## src/rtl/spi_regbank.sv

```systemverilog
// spi_regbank: SPI mode-0 slave register bank.
//   Exposes N_RW writable words (addresses 0..N_RW-1) and N_RD read-only
//   words (addresses N_RW..N_RW+N_RD-1) to an external SPI master. A frame
//   is one command word (MSB = write flag, rest = start address) followed
//   by one or more data words. The address auto-increments between words.
//   Aborted frames are counted.
// Ports:
//   theClock, theReset  - system clock, async active-high reset
//   spi_clk/cs/sdi      - raw SPI pins from the master (asynchronous)
//   spi_sdo             - read data to the master, MSB first
//   rd_data             - read-only words, word k at [k*DATA_W +: DATA_W]
//   rw_regs             - writable register contents, same packing
//   wr_strobe           - one-cycle pulse on the register being written
//   busy                - frame in progress
//   err_cnt             - saturating count of aborted frames
module spi_regbank #(
    parameter int                ADDR_W    = 8,
    parameter int                DATA_W    = 16,
    parameter int                N_RW      = 4,
    parameter int                N_RD      = 16,
    parameter logic [DATA_W-1:0] RESET_VAL = '0
) (
    input  logic                     theClock,
    input  logic                     theReset,
    input  logic                     spi_clk,
    input  logic                     spi_cs,
    input  logic                     spi_sdi,
    output logic                     spi_sdo,
    input  logic [N_RD*DATA_W-1:0]   rd_data,
    output logic [N_RW*DATA_W-1:0]   rw_regs,
    output logic [N_RW-1:0]          wr_strobe,
    output logic                     busy,
    output logic [7:0]               err_cnt
);

    localparam int AW   = ADDR_W - 1;
    localparam int MAXW = (DATA_W > ADDR_W) ? DATA_W : ADDR_W;
    localparam int CW   = $clog2(MAXW + 1);

    typedef enum logic [2:0] {IDLE, ADDR, LOAD, DATA, COMMIT} state_t;

    state_t                         state_q, state_d;
    logic [2:0]                     clk_sr;
    logic [1:0]                     cs_sr, sdi_sr;
    logic                           sclk_rise, sclk_fall, cs_hi, sdi_s;
    logic                           armed_q;
    logic [CW-1:0]                  cnt_q;
    logic [ADDR_W-1:0]              cmd_q;
    logic [AW-1:0]                  addr_q, ld_addr;
    logic                           wr_flag_q, burst_q;
    logic [DATA_W-1:0]              shift_in_q, shift_out_q, ld_word;
    logic [7:0]                     err_q;
    logic [N_RW-1:0][DATA_W-1:0]    rw_q;
    logic [N_RD-1:0][DATA_W-1:0]    rd_arr;

    assign rd_arr  = rd_data;
    assign rw_regs = rw_q;
    assign err_cnt = err_q;

    // Two-flop synchronisers; clk_sr[2] is the previous synced value for
    // edge detection. cs resets to "selected" so a frame that was in flight
    // when reset hit cannot restart until cs is seen high (see armed_q).
    always_ff @(posedge theClock or posedge theReset) begin
        if (theReset) begin
            clk_sr <= '0;
            cs_sr  <= '0;
            sdi_sr <= '0;
        end else begin
            clk_sr <= {clk_sr[1:0], spi_clk};
            cs_sr  <= {cs_sr[0], spi_cs};
            sdi_sr <= {sdi_sr[0], spi_sdi};
        end
    end

    assign sclk_rise = clk_sr[1] & ~clk_sr[2];
    assign sclk_fall = ~clk_sr[1] & clk_sr[2];
    assign cs_hi     = cs_sr[1];
    assign sdi_s     = sdi_sr[1];

    // First word of a frame takes its address from the command; later burst
    // words use the incremented address.
    assign ld_addr = burst_q ? addr_q : cmd_q[ADDR_W-2:0];

    always_comb begin
        ld_word = '0;
        for (int k = 0; k < N_RW; k++)
            if (int'(ld_addr) == k) ld_word = rw_q[k];
        for (int k = 0; k < N_RD; k++)
            if (int'(ld_addr) == N_RW + k) ld_word = rd_arr[k];
    end

    // State register
    always_ff @(posedge theClock or posedge theReset) begin
        if (theReset) state_q <= IDLE;
        else          state_q <= state_d;
    end

    // Next state
    always_comb begin
        state_d = state_q;
        case (state_q)
            IDLE:    if (armed_q && !cs_hi) state_d = ADDR;
            ADDR:    if (sclk_rise && cnt_q == CW'(ADDR_W - 1)) state_d = LOAD;
            LOAD:    state_d = DATA;
            DATA:    if (sclk_rise && cnt_q == CW'(DATA_W - 1)) state_d = COMMIT;
            COMMIT:  state_d = LOAD;
            default: state_d = IDLE;
        endcase
        // cs deassertion wins over everything
        if (state_q != IDLE && cs_hi) state_d = IDLE;
    end

    // Outputs
    always_comb begin
        busy      = (state_q != IDLE);
        spi_sdo   = (state_q == LOAD || state_q == DATA) ? shift_out_q[DATA_W-1] : 1'b0;
        wr_strobe = '0;
        for (int k = 0; k < N_RW; k++)
            if (state_q == COMMIT && wr_flag_q && int'(addr_q) == k) wr_strobe[k] = 1'b1;
    end

    // Datapath
    always_ff @(posedge theClock or posedge theReset) begin
        if (theReset) begin
            armed_q     <= 1'b0;
            cnt_q       <= '0;
            cmd_q       <= '0;
            addr_q      <= '0;
            wr_flag_q   <= 1'b0;
            burst_q     <= 1'b0;
            shift_in_q  <= '0;
            shift_out_q <= '0;
            err_q       <= '0;
        end else begin
            if (cs_hi) armed_q <= 1'b1;
            // A frame dropped with a partially shifted word is an error.
            if (cs_hi && (state_q == ADDR || state_q == DATA) &&
                cnt_q != '0 && err_q != 8'hFF)
                err_q <= err_q + 8'd1;
            case (state_q)
                IDLE: begin
                    cnt_q       <= '0;
                    cmd_q       <= '0;
                    burst_q     <= 1'b0;
                    shift_in_q  <= '0;
                    shift_out_q <= '0;
                end
                ADDR: if (sclk_rise) begin
                    cmd_q <= {cmd_q[ADDR_W-2:0], sdi_s};
                    cnt_q <= cnt_q + CW'(1);
                end
                LOAD: begin
                    if (!burst_q) begin
                        addr_q    <= cmd_q[ADDR_W-2:0];
                        wr_flag_q <= cmd_q[ADDR_W-1];
                    end
                    shift_out_q <= ld_word;   // coherent snapshot of the word
                    cnt_q       <= '0;
                end
                DATA: begin
                    if (sclk_rise) begin
                        shift_in_q <= {shift_in_q[DATA_W-2:0], sdi_s};
                        cnt_q      <= cnt_q + CW'(1);
                    end
                    // The MSB is presented before the first data rise, so the
                    // fall preceding it (cnt 0) must not shift it away.
                    if (sclk_fall && cnt_q != '0)
                        shift_out_q <= {shift_out_q[DATA_W-2:0], 1'b0};
                end
                COMMIT: begin
                    addr_q  <= addr_q + AW'(1);
                    burst_q <= 1'b1;
                end
                default: ;
            endcase
        end
    end

    // Writable registers; the word commits even if cs rises during COMMIT.
    always_ff @(posedge theClock or posedge theReset) begin
        if (theReset) begin
            for (int k = 0; k < N_RW; k++) rw_q[k] <= RESET_VAL;
        end else begin
            for (int k = 0; k < N_RW; k++)
                if (wr_strobe[k]) rw_q[k] <= shift_in_q;
        end
    end

endmodule
```

## config.mk

```make
export PLATFORM = sky130hd
export DESIGN_NAME = spi_regbank
export DESIGN_NICKNAME = d
export VERILOG_FILES = /design/src/rtl/spi_regbank.sv
export SDC_FILE = /design/constraint.sdc
export NUM_CORES = 1
export LEC_CHECK = 0
export ABC_AREA = 1
export ABC_CLOCK_PERIOD_IN_PS = 5200
export CORE_MARGIN = 2
export CORE_UTILIZATION = 40
export CTS_CLUSTER_DIAMETER = 150
export DETAILED_ROUTE_END_ITERATION = 8
export MAX_ROUTING_LAYER = met4
export PLACE_DENSITY = 0.8
export SETUP_SLACK_MARGIN = 0.02
export SKIP_LAST_GASP = 1
export SYNTH_ARGS = -nofsm -noshare
export SYNTH_HDL_FRONTEND = slang
export SYNTH_SLANG_ARGS = --single-unit
```

## constraint.sdc

```tcl
create_clock -name theClock -period 5.2 [get_ports theClock]
set_input_delay 1.3 -clock theClock [delete_from_list [all_inputs] [get_ports theClock]]
set_output_delay 1.3 -clock theClock [all_outputs]
set_load 0.005 [all_outputs]
```

==> metrics.cfg, run 1 <==
[clock_tree]
cts_tree=yes
postCtsSetupBuffers=0
numCtsBuffers=17
cts-resized-gates=0
htreeDepth=4
cts.clk_slew.worst_paths_ns=0.07
root_buffer=clkbuf_16
holdBufCountCts=0
cts_sinks=137
clock_latency_ns=0.44
cts.path.max_buffers=2

[timing]
finalClockSkew_ns=0.0104
setup_viol=0
finalCritPeriodShare=0.744
fmax_mhz=258
slew_headroom=0.294
worst_pin_slew_ns=1.05
hold_violations=0
grt_setup_unrepaired=false
drv_slew=0
fin_crit_ns=3.87
tns_ns=0

[critical_path]
critPathArrivalTime_ns=2.57
cp_max_fo=33
slowest_stage=nor3_1
r2r_start=burst_q
end_kind=primary output
crit_path_start_kind=flop
critical_path_class=reg2out
crit_chain=nor3_1, nand3_1, buf_4, inv_1, clkdlybuf4s50_1
max_stage_delay_ns=0.68
worstPathRequired_ns=3.90
r2r_end=shift_out_q[5]
rr_worst_depth=21
r2r_slack_ns=1.45

[yosys]
synth_top_area_frac=0.402
synth_largest_area_cell=dfrtp_1
netlist_top_cells_area=dfrtp_1 (40%), nand2_1 (19%), o21ai_0 (6.6%)
synth_cells=1270
synth_edf_count=0
ys_ff_latch=137
seq_area_frac_synth=0.402
syn_nets=1539
ys.flop_type=dfrtp_1
synth_most_common_cell=nand2_1
syn_avg_cell_area_um2=6.72
synth_commonest_cells=nand2_1 (430), inv_1 (141), dfrtp_1 (137), nor2_1 (121), o21ai_0 (112)
synth_cell_types=44
ys_warn_count=0
syn-cell-area_mm2=0.00853
async_reset_ff_frac=1.00

[global_route]
grt_max_degree=70
antenna_found_initial=5
overflow=0
grt_pass1_wl_um=56300
grt_use_total=0.346
grt_pass1_vias=9665

[place]
routabilityCongestion=1.13
dpl.hpwl_um=30300
portBuffers=338
dpl.cell_count=1853

[power]
p_leak_nw=5.77
peakVddDrop_v=0.000312
p_per_area_mw_per_mm2=302

[drt]
drtIter0Drc=883
drcViolationCount=0
antenna_left=0
via_per_inst=5.35
routedWlPerCell_um=20.3
drt_first_pass_iters=5
via_count=10100
wirelength_um=38400

[final_layout]
post_route_cells_drive_above_1_share=0.0602
nFillCells=1914
instances_no_fill=1890
multi_input_area_mm2=0.00435
regArea_mm2=0.00343
final_nets=1866
syn_to_final_growth_pct=50.3

[worst_hold_path]
hold_depth=0
min_from=cs_sr[0]
hp-class=reg2reg
min_to=cs_sr[1]

[floorplan]
die-area_mm2=0.0225
start_util=0.407
num_rows=53
die_y_um=150
pin_count=339
die_x_um=150
core_mm2=0.0210

[run]
drv_cap=0

[status]
status=complete, no violations

==> per-layer routing <==
| metal | part of all wire | GRT usage | wire length [µm] | up-vias |
|---|---|---|---|---|
| met5 | 0 | - | 0 | - |
| met4 | 0.047 | 0.166 | 1800 | 0 |
| met3 | 0.089 | 0.0869 | 3410 | 94 |
| met2 | 0.46 | 0.524 | 17600 | 492 |
| met1 | 0.41 | 0.433 | 15600 | 4784 |
| li1 | - | - | - | 4734 |
==> per-stage QoR <==
step	instance area (µm²)	total power [mW]	setup slack [ns]	hold WS, ns	utilization
after global routing	12800	4.08	1.20	0.363	0.612
after global placement	12200	2.60	1.54	0.334	0.582
after CTS	12800	3.86	1.36	0.354	0.612
after floorplan	8530	2.05	0.232	0.331	-
final	12800	3.87	1.33	0.357	0.612
after detailed placement	12200	2.62	1.50	0.342	0.582
==> worst max path at each step <==
stage / from / end / slack (ns) / depth (start not counted)
floorplan: theReset / addr_q[0] / 0.23 / 1
global placement: burst_q / shift_out_q[5] / 1.54 / 21
detailed placement: burst_q / shift_out_q[5] / 1.50 / 21
CTS: addr_q[6] / wr_strobe[3] / 1.36 / 5
global route: burst_q / shift_out_q[5] / 1.20 / 21
finish: addr_q[6] / wr_strobe[3] / 1.33 / 5
==> cells by family (layout without fill, tap and decap cells) <==
| kind of cell | count (synthesis) | count (layout) | synth area share |
|---|---|---|---|
| compound gates | 181 | 181 | 0.112 |
| simple gates | 739 | 739 | 0.374 |
| xor+xnor | 10 | 10 | 0.0103 |
| other cells | 0 | 5 | 0 |
| mux | 1 | 1 | 0.00132 |
| buf+inv | 194 | 534 | 0.0894 |
| flops | 137 | 137 | 0.402 |
| fa+ha+maj | 8 | 8 | 0.0117 |
==> flip-flops by register name, indices dropped and copies added, names as in the netlist <==
signal	count
rw_regs	64
shift_in_q	16
shift_out_q	16
cmd_q	8
err_cnt	8
addr_q	7
cnt_q	5
clk_sr	3
state_q	3
cs_sr	2
sdi_sr	2
armed_q	1
burst_q	1
wr_flag_q	1
==> cell usage in the layout (no fill, tap or decap), types with 3 or more instances in the layout <==
cell type / netlist / routed
nand3_1: 73 / 73
a21oi_1: 46 / 46
nand2_2: 8 / 8
dfrtp_1: 137 / 137
o22ai_1: 9 / 9
or2_2: 16 / 16
o21ai_0: 112 / 112
nor2_2: 6 / 7
or2_0: 6 / 6
clkdlybuf4s50_1: 0 / 338
clkinv_8: 0 / 6
inv_1: 141 / 140
diode_2: 0 / 5
buf_4: 2 / 13
nor4_1: 4 / 4
xor2_1: 8 / 8
clkinv_4: 0 / 3
nand2_1: 430 / 430
nor2_1: 121 / 120
ha_1: 8 / 8
inv_2: 8 / 8
clkbuf_16: 0 / 17
nand4_1: 52 / 52
inv_8: 0 / 5
nor3_1: 11 / 9
==> critical path: cells and delay by family, from the launching register on <==
kind,cells,cell delay (ns)
flops,1,0.42
simple gates,2,0.83
buf+inv,3,0.88
==> power by group <==
part	internal (mW)	total, mW	switching, mW
sequential	1.14	1.22	0.0737
clock	0.657	1.24	0.583
combinational	0.497	1.41	0.914
==> final cells by class <==
type,instances,area share
multi-input combinational,939,0.339
timing repair buffer,352,0.273
sequential,137,0.267
inverter,150,0.0441
clock buffer,17,0.0332
tap,275,0.0268
clock inverter,15,0.0153
antenna,5,0.000975
Note: power is estimated with default switching activity, not from simulation.
==> inputs of run 2 (changes only) <==
ABC_CLOCK_PERIOD_IN_PS = 3900   (was 5200)
CORE_UTILIZATION = 45   (was 40)
PLACE_DENSITY = 0.85   (was 0.8)
clock period = 3.9 ns   (was 5.2 ns; I/O delays follow)
==> run 2 against run 1 <==
- first-iteration DRC count is 5.5% higher
- flip-flop and latch count stayed put
- global-route usage is 3.3 points higher
- clock skew is 0.00076 ns lower
- utilization is 7.2 points higher
- critical path type is now reg2reg
==> metrics.cfg, run 2 (synthesis gave the netlist of run 1 again) <==
[critical_path]
critPathArrivalTime_ns=3.87  ; +1.30 ns
cp_max_fo=14  ; -58%
end_kind=flop
crit_path_start_kind=flop
rr_worst_depth=21  ; unchanged
critical_path_class=reg2reg
worstPathRequired_ns=4.22  ; +0.32 ns

[clock_tree]
cts_tree=yes
clock_latency_ns=0.42  ; -0.02 ns
holdBufCountCts=0  ; unchanged
htreeDepth=4  ; unchanged
cts-resized-gates=0  ; unchanged
cts.path.max_buffers=2  ; unchanged
numCtsBuffers=17  ; unchanged
cts.clk_slew.worst_paths_ns=0.06  ; about the same
postCtsSetupBuffers=0  ; unchanged
cts_sinks=137  ; unchanged
root_buffer=clkbuf_16

[power]
p_seq_frac=0.321  ; +0.006
power_switching_mw=1.95  ; +24%
p_leak_nw=5.76  ; -0.18%
p_comb_frac=0.367  ; +0.002
peakVddDrop_v=0.000373  ; +19%
p_per_area_mw_per_mm2=398  ; +32%
switching_share=0.383  ; -0.0229
p_int_mw=3.14  ; +36%
p_clk_frac=0.313  ; -0.008

[drt]
antenna_left=0  ; unchanged
wirelength_um=37800  ; -1.6%
drcViolationCount=0  ; unchanged
via_per_inst=5.53  ; +3.4%
drt_first_pass_iters=5  ; unchanged
routedWlPerCell_um=20.4  ; +0.34%
drtIter0Drc=932  ; +5.5%
via_count=10200  ; +1.4%

[timing]
tns_ns=0  ; unchanged
worst_pin_slew_ns=0.870  ; -0.185 ns
setup_viol=0  ; unchanged
finalCritPeriodShare=0.911
holdWs_ns=0.349  ; -0.00868 ns
finalClockSkew_ns=0.00960  ; -0.000758 ns
fin_crit_ns=3.55
fin_ws_ns=0.346  ; -0.983 ns
grt_setup_unrepaired=false
fmax_mhz=281
slew_headroom=0.418  ; +0.124
drv_slew=0  ; unchanged
hold_violations=0  ; unchanged

[global_route]
grt_pass1_vias=9610  ; -0.57%
overflow=0  ; unchanged
grt_use_total=0.379  ; +0.0333
grt_pass1_wl_um=55700  ; -1.2%
grt_max_degree=138  ; +97%
antenna_found_initial=6  ; +1

[floorplan]
num_rows=50  ; -5.7%
start_util=0.458  ; +0.0505
die_x_um=142  ; -5.6%
core_mm2=0.0186  ; -11%
die_y_um=142  ; -5.6%
die-area_mm2=0.0201  ; -11%
pin_count=339  ; unchanged

[final_layout]
post_route_cells_drive_above_1_share=0.0602  ; -0.0000747
largest_reg_flops=64  ; unchanged
final_nets=1868  ; +0.11%
nFillCells=1607  ; -16%
layout_common_cells=nand2_1 (430), clkdlybuf4s50_1 (338), inv_1 (140)
syn_to_final_growth_pct=49.5
instances_no_fill=1853  ; -2.0%
layout.cells.most_common=nand2_1

[place]
routabilityCongestion=1.11  ; -1.4%
portBuffers=338  ; unchanged
dpl.hpwl_um=29500  ; -2.7%
pre_cts_slack_ns=0.416  ; -1.09 ns
dpl.cell_count=1814  ; -2.1%

[worst_hold_path]
hold_depth=0  ; unchanged
hp-class=reg2reg

[run]
drv_cap=0  ; unchanged

[status]
status=complete, no violations

## run 2: changes by cell type in the layout (fill, tap and decap cells not counted), sizes merged
cell      before  now
bufinv         0    2
buf           14   16
clkinvlp       0    2
diode          5    7
clkbuf        17   19
inv          155  151
clkinv        10    8
## run 2: per-layer routing
metal	track usage	part of all wire
met3	0.0965	0.094
met4	0.172	0.044
met2	0.598	0.47
met5	-	0
met1	0.460	0.39
## run 2: power groups by stage
stage	registers, mW	clock network, mW	logic, mW
final	1.63	1.59	1.86
after global routing	1.64	1.66	2.05
after CTS	1.63	1.59	1.84
after detailed placement	1.65	0	1.82
after global placement	1.64	0	1.79
after floorplan	1.62	0	1.11
## run 2: layout make-up
| cell class | count | area (µm²) | area share |
|---|---|---|---|
| diodes | 7 | 17.5 | 0.00137 |
| clock buffers | 19 | 433 | 0.0339 |
| clock inverters | 13 | 146 | 0.0115 |
| inverters | 150 | 567 | 0.0444 |
| multi-input cells | 939 | 4350 | 0.341 |
| flip-flops and latches | 137 | 3430 | 0.269 |
| well taps | 234 | 293 | 0.0230 |
| repair buffers | 354 | 3520 | 0.276 |
## run 2: path summary, 6_finish.rpt
check                           from               to  slack (ns)
hold reg to reg            clk_sr[0]        clk_sr[1]        0.35
setup / recovery             burst_q   shift_out_q[5]        0.35
max in group asynchronous   theReset  shift_out_q[13]        2.25
setup reg to reg             burst_q   shift_out_q[5]        0.35
hold / removal             clk_sr[0]        clk_sr[1]        0.35
min in group asynchronous   theReset      rw_regs[34]        1.13
## run 2: critical path, cell delays in order, from the launching register on
cell and delay (ns):
dfrtp_1 0.52, inv_2 0.20, nand2_1 0.08, nand2_2 0.14
nand2_4 0.11, nor2_8 0.23, nand2_1 0.19, nor2_2 0.35
inv_2 0.14, nor2_1 0.10, o21bai_1 0.12, nand4_1 0.15
nor2_1 0.25, nand4_1 0.11, nor2_1 0.18, nand4_1 0.15
nand2_1 0.09, nand3_1 0.06, nand2_1 0.11, nand2_1 0.06
nand2_1 0.05, nand2_1 0.05
## run 2: through the flow
stage,total power [mW],utilization,area [µm²]
2_1_floorplan,2.73,-,8540
3_3_place_gp,3.44,0.652,12200
3_5_place_dp,3.47,0.652,12200
4_1_cts,5.06,0.683,12700
5_1_grt,5.35,0.684,12800
6_report,5.08,0.684,12800
